$ cat config.mk
export PLATFORM = sky130hd
export DESIGN_NAME = bus_sequencer
export DESIGN_NICKNAME = d
export VERILOG_FILES = /design/src/rtl/bus_seq_pkg.sv /design/src/rtl/bus_prio_enc.sv /design/src/rtl/bus_sequencer.sv
export SDC_FILE = /design/constraint.sdc
export NUM_CORES = 1
export LEC_CHECK = 0
export BUFFER_PORTS_ARGS = -buffer_cell sky130_fd_sc_hd__buf_2
export CORE_UTILIZATION = 38
export CTS_CLUSTER_SIZE = 10
export DETAILED_ROUTE_END_ITERATION = 10
export PLACE_DENSITY = 0.76
export SLEW_MARGIN = 25
export SYNTH_ARGS = -nofsm -noshare
export SYNTH_HDL_FRONTEND = slang
export SYNTH_HIERARCHICAL = 1
export SYNTH_SLANG_ARGS = --single-unit
$ cat constraint.sdc
create_clock -name clk -period 1.7 [get_ports clk]
set_input_delay 0.085 -clock clk [delete_from_list [all_inputs] [get_ports clk]]
set_output_delay 0.085 -clock clk [all_outputs]
set_load 0.02 [all_outputs]
$ cat src/rtl/bus_seq_pkg.sv
// Shared types and constants for the bus sequencer: FSM states, fixed
// bus-source indices and the select-width helper.
package bus_seq_pkg;

  typedef enum logic [1:0] {
    IDLE = 2'd0,
    RUN  = 2'd1,
    HALT = 2'd2
  } state_t;

  localparam int SRC_AR = 1;
  localparam int SRC_PC = 2;
  localparam int SRC_DR = 3;
  localparam int SRC_AC = 4;
  localparam int SRC_IR = 5;
  localparam int SRC_TR = 6;
  localparam int SRC_M  = 7;

  // A single source still needs a 1-bit select port.
  function automatic int sel_w(input int n);
    return (n < 2) ? 1 : $clog2(n);
  endfunction

endpackage

$ cat src/rtl/bus_prio_enc.sv
// Highest-set-bit priority encoder for the common-bus select, with an
// optional multi-hot indication (MULTI_EN=0 ties it off).
module bus_prio_enc
  import bus_seq_pkg::*;
#(
  parameter int NUM_SRC  = 8,
  parameter bit MULTI_EN = 1'b0,
  localparam int SEL_W   = sel_w(NUM_SRC)
) (
  input  logic [NUM_SRC-1:0] i_vec,
  output logic [SEL_W-1:0]   o_sel,
  output logic               o_multi
);

  always_comb begin
    o_sel = '0;
    for (int i = 0; i < NUM_SRC; i++) begin
      if (i_vec[i]) o_sel = SEL_W'(i);
    end
  end

  generate
    if (MULTI_EN) begin : g_multi
      // Clearing the lowest set bit leaves something only if two or more were set.
      assign o_multi = |(i_vec & (i_vec - {{(NUM_SRC-1){1'b0}}, 1'b1}));
    end else begin : g_no_multi
      assign o_multi = 1'b0;
    end
  endgenerate

endmodule

$ cat src/rtl/bus_sequencer.sv
// Sequence counter, timing vector, IR latch and common-bus source select.
// Macro BUS_SEQUENCER_CONFLICT_CHK_EN enables the sticky multi-driver flag.
module bus_sequencer
  import bus_seq_pkg::*;
#(
  parameter int SC_W    = 4,
  parameter int IR_W    = 16,
  parameter int NUM_SRC = 8,
  localparam int NUM_T  = 2**SC_W,
  localparam int SEL_W  = sel_w(NUM_SRC)
) (
  input  logic               clk,
  input  logic               rst,
  input  logic               start,
  input  logic               halt_req,
  input  logic               sc_clr,
  input  logic               int_r,
  input  logic [IR_W-1:0]    ir_in,
  input  logic [NUM_SRC-1:0] ext_req,
  output logic [NUM_T-1:0]   t,
  output logic [7:0]         d,
  output logic               i_flag,
  output logic [NUM_SRC-1:0] bus_src,
  output logic [SEL_W-1:0]   bus_sel,
  output logic               running,
  output logic               sc_wrap,
  output logic               conflict
);

  state_t            r_state;
  logic [SC_W-1:0]   r_sc;
  logic [7:0]        r_d;
  logic              r_i;
  logic              r_wrap;
  logic [NUM_SRC-1:0] w_fixed;
  logic              w_multi;
  logic              w_unused_ir;

  assign w_unused_ir = ^ir_in[IR_W-5:0];

  always_ff @(posedge clk) begin
    if (rst) begin
      r_state <= IDLE;
      r_sc    <= '0;
      r_d     <= '0;
      r_i     <= 1'b0;
      r_wrap  <= 1'b0;
    end else begin
      r_wrap <= 1'b0;
      case (r_state)
        IDLE, HALT: begin
          if (start) begin
            r_state <= RUN;
            r_sc    <= '0;
          end
        end
        RUN: begin
          if (halt_req) begin
            r_state <= HALT;
            r_sc    <= '0;
          end else if (sc_clr) begin
            r_sc <= '0;
          end else begin
            r_sc <= r_sc + SC_W'(1);
            if (r_sc == SC_W'(NUM_T-1)) r_wrap <= 1'b1;
          end
          // Fetch latch at T2 of a normal (non-interrupt) cycle.
          if (!int_r && r_sc == SC_W'(2)) begin
            r_d <= 8'b1 << ir_in[IR_W-2:IR_W-4];
            r_i <= ir_in[IR_W-1];
          end
        end
        default: begin
          r_state <= IDLE;
          r_sc    <= '0;
        end
      endcase
    end
  end

  assign running = (r_state == RUN);
  assign t       = running ? (NUM_T'(1) << r_sc) : '0;
  assign d       = r_d;
  assign i_flag  = r_i;
  assign sc_wrap = r_wrap;

  always_comb begin
    w_fixed         = '0;
    w_fixed[SRC_AR] = (r_d[4] & t[4]) | (r_d[5] & t[5]);
    w_fixed[SRC_PC] = (r_d[5] & t[4]) | t[0];
    w_fixed[SRC_DR] = r_d[6] & t[6];
    w_fixed[SRC_AC] = r_d[3] & t[4];
    w_fixed[SRC_IR] = ~int_r & t[2];
    w_fixed[SRC_TR] = int_r & t[1];
    w_fixed[SRC_M]  = (~int_r & t[1]) | (~r_d[7] & r_i & t[3])
                    | ((r_d[0] | r_d[1] | r_d[2]) & t[4]);
  end

  assign bus_src = w_fixed | ext_req;

`ifdef BUS_SEQUENCER_CONFLICT_CHK_EN
  localparam bit MULTI_EN = 1'b1;
  logic r_conflict;

  always_ff @(posedge clk) begin
    if (rst)                  r_conflict <= 1'b0;
    else if (running && w_multi) r_conflict <= 1'b1;
  end

  assign conflict = r_conflict;
`else
  localparam bit MULTI_EN = 1'b0;
  assign conflict = w_multi;
`endif

  bus_prio_enc #(
    .NUM_SRC  (NUM_SRC),
    .MULTI_EN (MULTI_EN)
  ) u_prio_enc (
    .i_vec   (bus_src),
    .o_sel   (bus_sel),
    .o_multi (w_multi)
  );

endmodule

* Word level (Yosys, flattened, before mapping) *
Cells that the tools add are included.

word-level totals
  register bits = 16
  output and inout bits = 39
  logic and storage cells = 58
  input port bits = 30

cells by class
  bitwise gates (word level) = 21
  equality and inequality tests = 6
  shift operators = 2
  mux-type cells = 16
  reductions and logical operators = 7
  add/sub/neg operators = 1

operators by type and width
  kind                                              count
  two-way mux 16 bit                                1
  left shift 1 x 4 -> 16 bit, first input constant  1
  two-way mux 3 bit                                 4
  two-way mux 4 bit                                 3
  bitwise AND 1 bit                                 11
  two-way mux 2 bit                                 4
  OR 8 bit                                          1
  one-hot mux 4 bit (2 select lines)                1
  left shift 1 x 3 -> 8 bit, first input constant   1
  OR 1 bit                                          6
  adder 4 x 1 -> 4 bit, second input constant       1
  == test 4 x 2 -> 1 bit, second input constant     1
  == test 4 bit, second input constant              1
  inequality test 2 bit, second input constant      2
  one-hot mux 2 bit (2 select lines)                1
  AND reduction 2 bit                               2
  OR reduction 4 bit                                1
  NOT 1 bit                                         3
  == test 2 x 1 -> 1 bit, second input constant     1
  == test 2 bit, second input constant              1
  zero test 2 bit                                   1
  two-way mux 1 bit                                 2
  OR reduction 2 bit                                1
  logical AND 1 bit                                 1
  zero test 1 bit                                   1

* Logic depth before layout (Yosys ltp) *
  depth after elaboration = 13
  mapped depth = 8
  depth with buffers taken out = 8

* Hierarchy *
Netlist, hierarchy kept.

by module, submodules not included
  module         instances  area each (um^2)  cells an instance
  bus_sequencer  1          1021.0            128
  bus_prio_enc   1          56.3              12

* Worst setup path before layout *
No wires, ideal clock.

  path type = reg-to-output
  start point = register r_state[0]
  end point = output port bus_sel[0]
  setup slack = -0.650 ns
  cell stages (with the launch flop) = 7
  buffers on the path = 1
  arrival time = 2.265 ns
  data required time = 1.615 ns
  path through = dfxtp_1 clkbuf_1 nor4bb_1 and2_1 a21o_1 a21oi_1 o31ai_1

RTL lines
  what                             line                 text
  from (decl)                      bus_sequencer.sv:30  state_t r_state;
  from (signal assigned)           bus_sequencer.sv:43  r_state <= IDLE;
  from (signal assigned)           bus_sequencer.sv:53  r_state <= RUN;
  from (signal assigned)           bus_sequencer.sv:59  r_state <= HALT;
  == test 2 x 1 -> 1 bit           bus_sequencer.sv:81  assign running = (r_state == RUN);
  two-way mux 16 bit               bus_sequencer.sv:82  assign t = running ? (NUM_T'(1) << r_sc) : '0;
  net t[6]                         bus_sequencer.sv:20  output logic [NUM_T-1:0] t,
  bitwise AND 1 bit                bus_sequencer.sv:91  w_fixed[SRC_DR] = r_d[6] & t[6];
  OR 8 bit                         bus_sequencer.sv:99  assign bus_src = w_fixed | ext_req;
  net bus_src[3]                   bus_sequencer.sv:23  output logic [NUM_SRC-1:0] bus_src,
  two-way mux 2 bit                bus_prio_enc.sv:18   if (i_vec[i]) o_sel = SEL_W'(i);
  two-way mux 3 bit (4 in series)  bus_prio_enc.sv:18
  to (decl)                        bus_sequencer.sv:24  output logic [SEL_W-1:0] bus_sel,

The timed path passes the listed nets, and every way through them passes these cells.

* Worst setup path in the final report *
  start point = register r_sc[1]
  end point = output port bus_sel[2]

between the ends
  word-level cells in the longest chain between the ends = 8

ends and longest elaborated chain
  what                             line                 text
  from (decl)                      bus_sequencer.sv:31  logic [SC_W-1:0] r_sc;
  from (signal assigned)           bus_sequencer.sv:64  r_sc <= r_sc + SC_W'(1);
  left shift 1 x 4 -> 16 bit *     bus_sequencer.sv:82
  two-way mux 16 bit *             bus_sequencer.sv:82
  bitwise AND 1 bit                bus_sequencer.sv:92  w_fixed[SRC_AC] = r_d[3] & t[4];
  OR 8 bit *                       bus_sequencer.sv:99
  two-way mux 3 bit (3 in series)  bus_prio_enc.sv:18
  two-way mux 3 bit *              bus_prio_enc.sv:18

Every way passes the cells marked *; elsewhere a longest branch is shown, timed or not.

==> flow_metrics.py <==
metrics = {
    "cells_and_area": {
        "layout-drive-gt1-share_pct": 55.8,
        "final_net_count": 254,
        "final_cell_area_mm2": 0.00187,
        "finish.cell_count_without_fillers": 247,
        "antennaDiodeCount": 0,
        "area_growth_syn_to_layout_pct": 73.4,
    },
    "yosys": {
        "synth_enable_flop_cells": 0,
        "syn_area_mm2": 0.00108,
        "number_of_register_bits_inferred_by_synthesis": 16,
        "synth_warnings": 6,
        "synth_top_flop_cell": "dfxtp_1",
        "avgSynthCellArea_um2": 7.69,
        "postSynthCellCount": 140,
        "synth_area_leader_cell": "dfxtp_1",
        "xor_xnor_portion_of_the_synthesized_cell_area_pct": 0,
        "synth.area.top_cells": "dfxtp_1, ha_1, and2_1, a21oi_1, o21ai_0",
        "synth_cell_type_count": 36,
        "synth-seq-area-share_pct": 29.7,
        "synth_compound_area_share_pct": 22.1,
        "synth_top_area_share_pct": 29.7,
        "synth_commonest_cells": "dfxtp_1, nor2_1, a21oi_1",
        "library_cell_with_the_highest_instance_count_after_synthesis": "dfxtp_1",
        "synth.net_count": 176,
        "synth_async_sr_flop_share_pct": 0,
        "synth_mux_area_share_pct": 1.86,
        "combinational_family_with_the_most_area_after_synthesis": "simple AND/OR/NAND/NOR gates",
        "synth-simple-area-share_pct": 31.1,
        "yosys.area_share.adder_pct": 6.97,
    },
    "cts": {
        "tritoncts_clock_tree": "yes",
        "cts.path.max_buffers": 2,
        "holdBufCountCts": 0,
        "clock_sinks": 16,
        "clock_tree.htree_level_count": 1,
        "cts.root.buffer_cell": "clkbuf_4",
        "worst_setup_hold_path_clk_slew_ps": 100,
        "cts_made_buffers": 3,
        "clk-insertion-delay-late_ps": 300,
    },
    "place": {
        "place.port_buffers": 53,
        "weighted_congestion_at_the_end_of_routability_driven_global_placement": 0.791,
        "dpl.cell_count": 233,
        "detailedPlacementHpwl_um": 2720,
        "dp_worst_setup_slack_ps": -151,
        "place_area_mm2": 0.00157,
    },
    "drt": {
        "vias": 1406,
        "wire_per_inst_um": 16.8,
        "post-route-drc-count": 0,
        "drtAntennaViolNets": 0,
        "detail_route.vias_per_cell": 5.69,
        "postRouteWirelength_um": 4140,
        "drtIter0Drc": 51,
        "drt_pass1_iterations": 4,
    },
    "global_route": {
        "antenna_violations_before_repair": 0,
        "grt_start_max_net_pins": 17,
        "globalRoute.totalOverflow": 0,
        "grt_first_pass_wirelength_um": 5900,
        "globalRouteTotalUtil_pct": 24.1,
        "grt_pass1_vias": 1209,
    },
    "timing": {
        "slew_violations": 0,
        "fin_skew_ps": 2.92,
        "rsz0062_at_grt": "yes",
        "final-setup-viol-count": 13,
        "timing.final.ws_setup_ps": -439,
        "hold_viol_final": 0,
        "achievable-frequency_mhz": 468,
        "final.period_utilization_pct": 126,
        "period_needed_ps": 2140,
    },
    "floorplanning": {
        "boundaryPins": 69,
        "die_height_um": 55.2,
        "core_region_area_mm2": 0.00257,
        "chipWidth_um": 55.2,
        "die_area_mm2": 0.00305,
        "rows": 18,
        "initial_core_util_pct": 42.0,
    },
    "setup_path": {
        "crit_path_max_incr_delay_ps": 370,
        "worst-endpoint-arrival_ps": 2050,
        "critPathCaptureType": "output pin",
        "cpLargestDelayFamily": "compound AO/OA/AOI/OAI gates",
        "timing.critical_path.from_type": "flop",
        "worst_path_cell_trace": "ha_4, ha_4, nor4bb_4, a31oi_1, o211ai_1, buf_4, nor2_4, nand2_2, buf_6",
        "path_buf_inv": 2,
        "critPathMostFrequentCell": "ha_4",
        "critical_path.slowest_cell": "dfxtp_4",
        "cp_max_fo": 3,
        "worstPathRequired_ps": 1620,
        "worst-setup-path-type": "flop to output pin",
    },
    "pwr": {
        "power.total_uw": 876,
        "power.static_leakage_uw": 0.000870,
        "power-per-cell-area_mw_per_mm2": 469,
        "peakVddDrop_mv": 0.441,
    },
    "status": {
        "outcome": "finished, violations left",
        "violations": "setup timing",
    },
    "run": {
        "timing.max_cap.violations": 0,
    },
    "hold_path": {
        "hold_path_class": "primary input to flop",
    },
}
==> cell type report <==
type                            instances  area, µm²
Clock buffer                            4       36.3
Inverter                                8       32.5
Fill cell                             185        699
Timing Repair Buffer                   83        571
Tap cell                               30       37.5
Sequential cell                        16        343
Multi-Input combinational cell        106        848
==> registers in the layout, indices dropped and copies added, names as in the netlist <==
register and cells:
r_sc 4, r_state 2, d 8, sc_wrap 1, i_flag 1
==> layer usage <==
metal	vias to the layer above	global-route usage [%]	routed length [µm]
met1	665	31.8	1610
met2	80	38.9	2090
met4	0	12.1	144
li1	647	-	-
met5	-	0	0
met3	14	2.58	299
==> cell usage in the layout, fill, tap and decap left out, types with 2 or more instances in the layout <==
master and instances:
a21o_1 5, a21oi_1 9, a21oi_2 3, a22oi_1 3
and2_1 8, and2_4 3, buf_2 42, buf_4 27
buf_6 14, clkbuf_4 3, dfxtp_1 10, dfxtp_4 6
ha_4 4, inv_1 5, mux2i_1 2, nand2_1 4
nand2_2 3, nand2b_1 2, nand3_1 3, nand4_1 3
nand4b_1 3, nor2_1 11, nor2b_1 4, nor3_1 2
nor4bb_4 2, o21ai_0 8, o21ai_1 3
==> where the power goes <==
group          switching, µW  internal (µW)  leakage, µW  total, µW
clock network            139            131    0.0000210        270
registers               5.67            371     0.000134        377
logic                    119            110     0.000715        229
total                    264            611     0.000870        876
==> kinds of logic after synthesis <==
kind of cell,count (synthesis)
and+or+nand+nor,58
DFF,16
AOI/OAI and AO/OA,39
other,1
buffers and inverters,18
adders and majority gates,6
muxes,2
==> worst register-to-register path, delay by kind of cell, from the launching register on <==
kind            cells  cell delay [ps]
simple gates        2              950
flops               1              390
buf+inv             1              150
compound gates      1              120
==> final timing paths <==
check,startpoint,end,slack [ps],cells after the start
worst max-delay path,r_sc[1]$_SDFFE_PP0P_,bus_sel[2],-440,9
worst max register to register,r_state[1]$_SDFFE_PP0P_,d[6]$_SDFFE_PP0P_,40,4
worst min register to register,d[2]$_SDFFE_PP0P_,d[2]$_SDFFE_PP0P_,510,2
worst min-delay path,start,r_state[0]$_SDFFE_PP0P_,50,3
==> through the flow <==
step                      utilization [%]  setup TNS (ps)  hold WS, ps
after floorplan                         -            -512          154
final                                72.8           -2130         52.3
after CTS                            67.0           -1560         45.2
after global routing                 72.8           -3120         57.6
after detailed placement             61.1            -297          170
after global placement               61.1           -86.1          170
==> timing repair <==
item	in CTS	in global routing
endpoints found under the setup margin	14	18
resized for setup	30	29
setup buffers	3	7
pin swaps	15	11
Power figures use the tool's default switching activity.
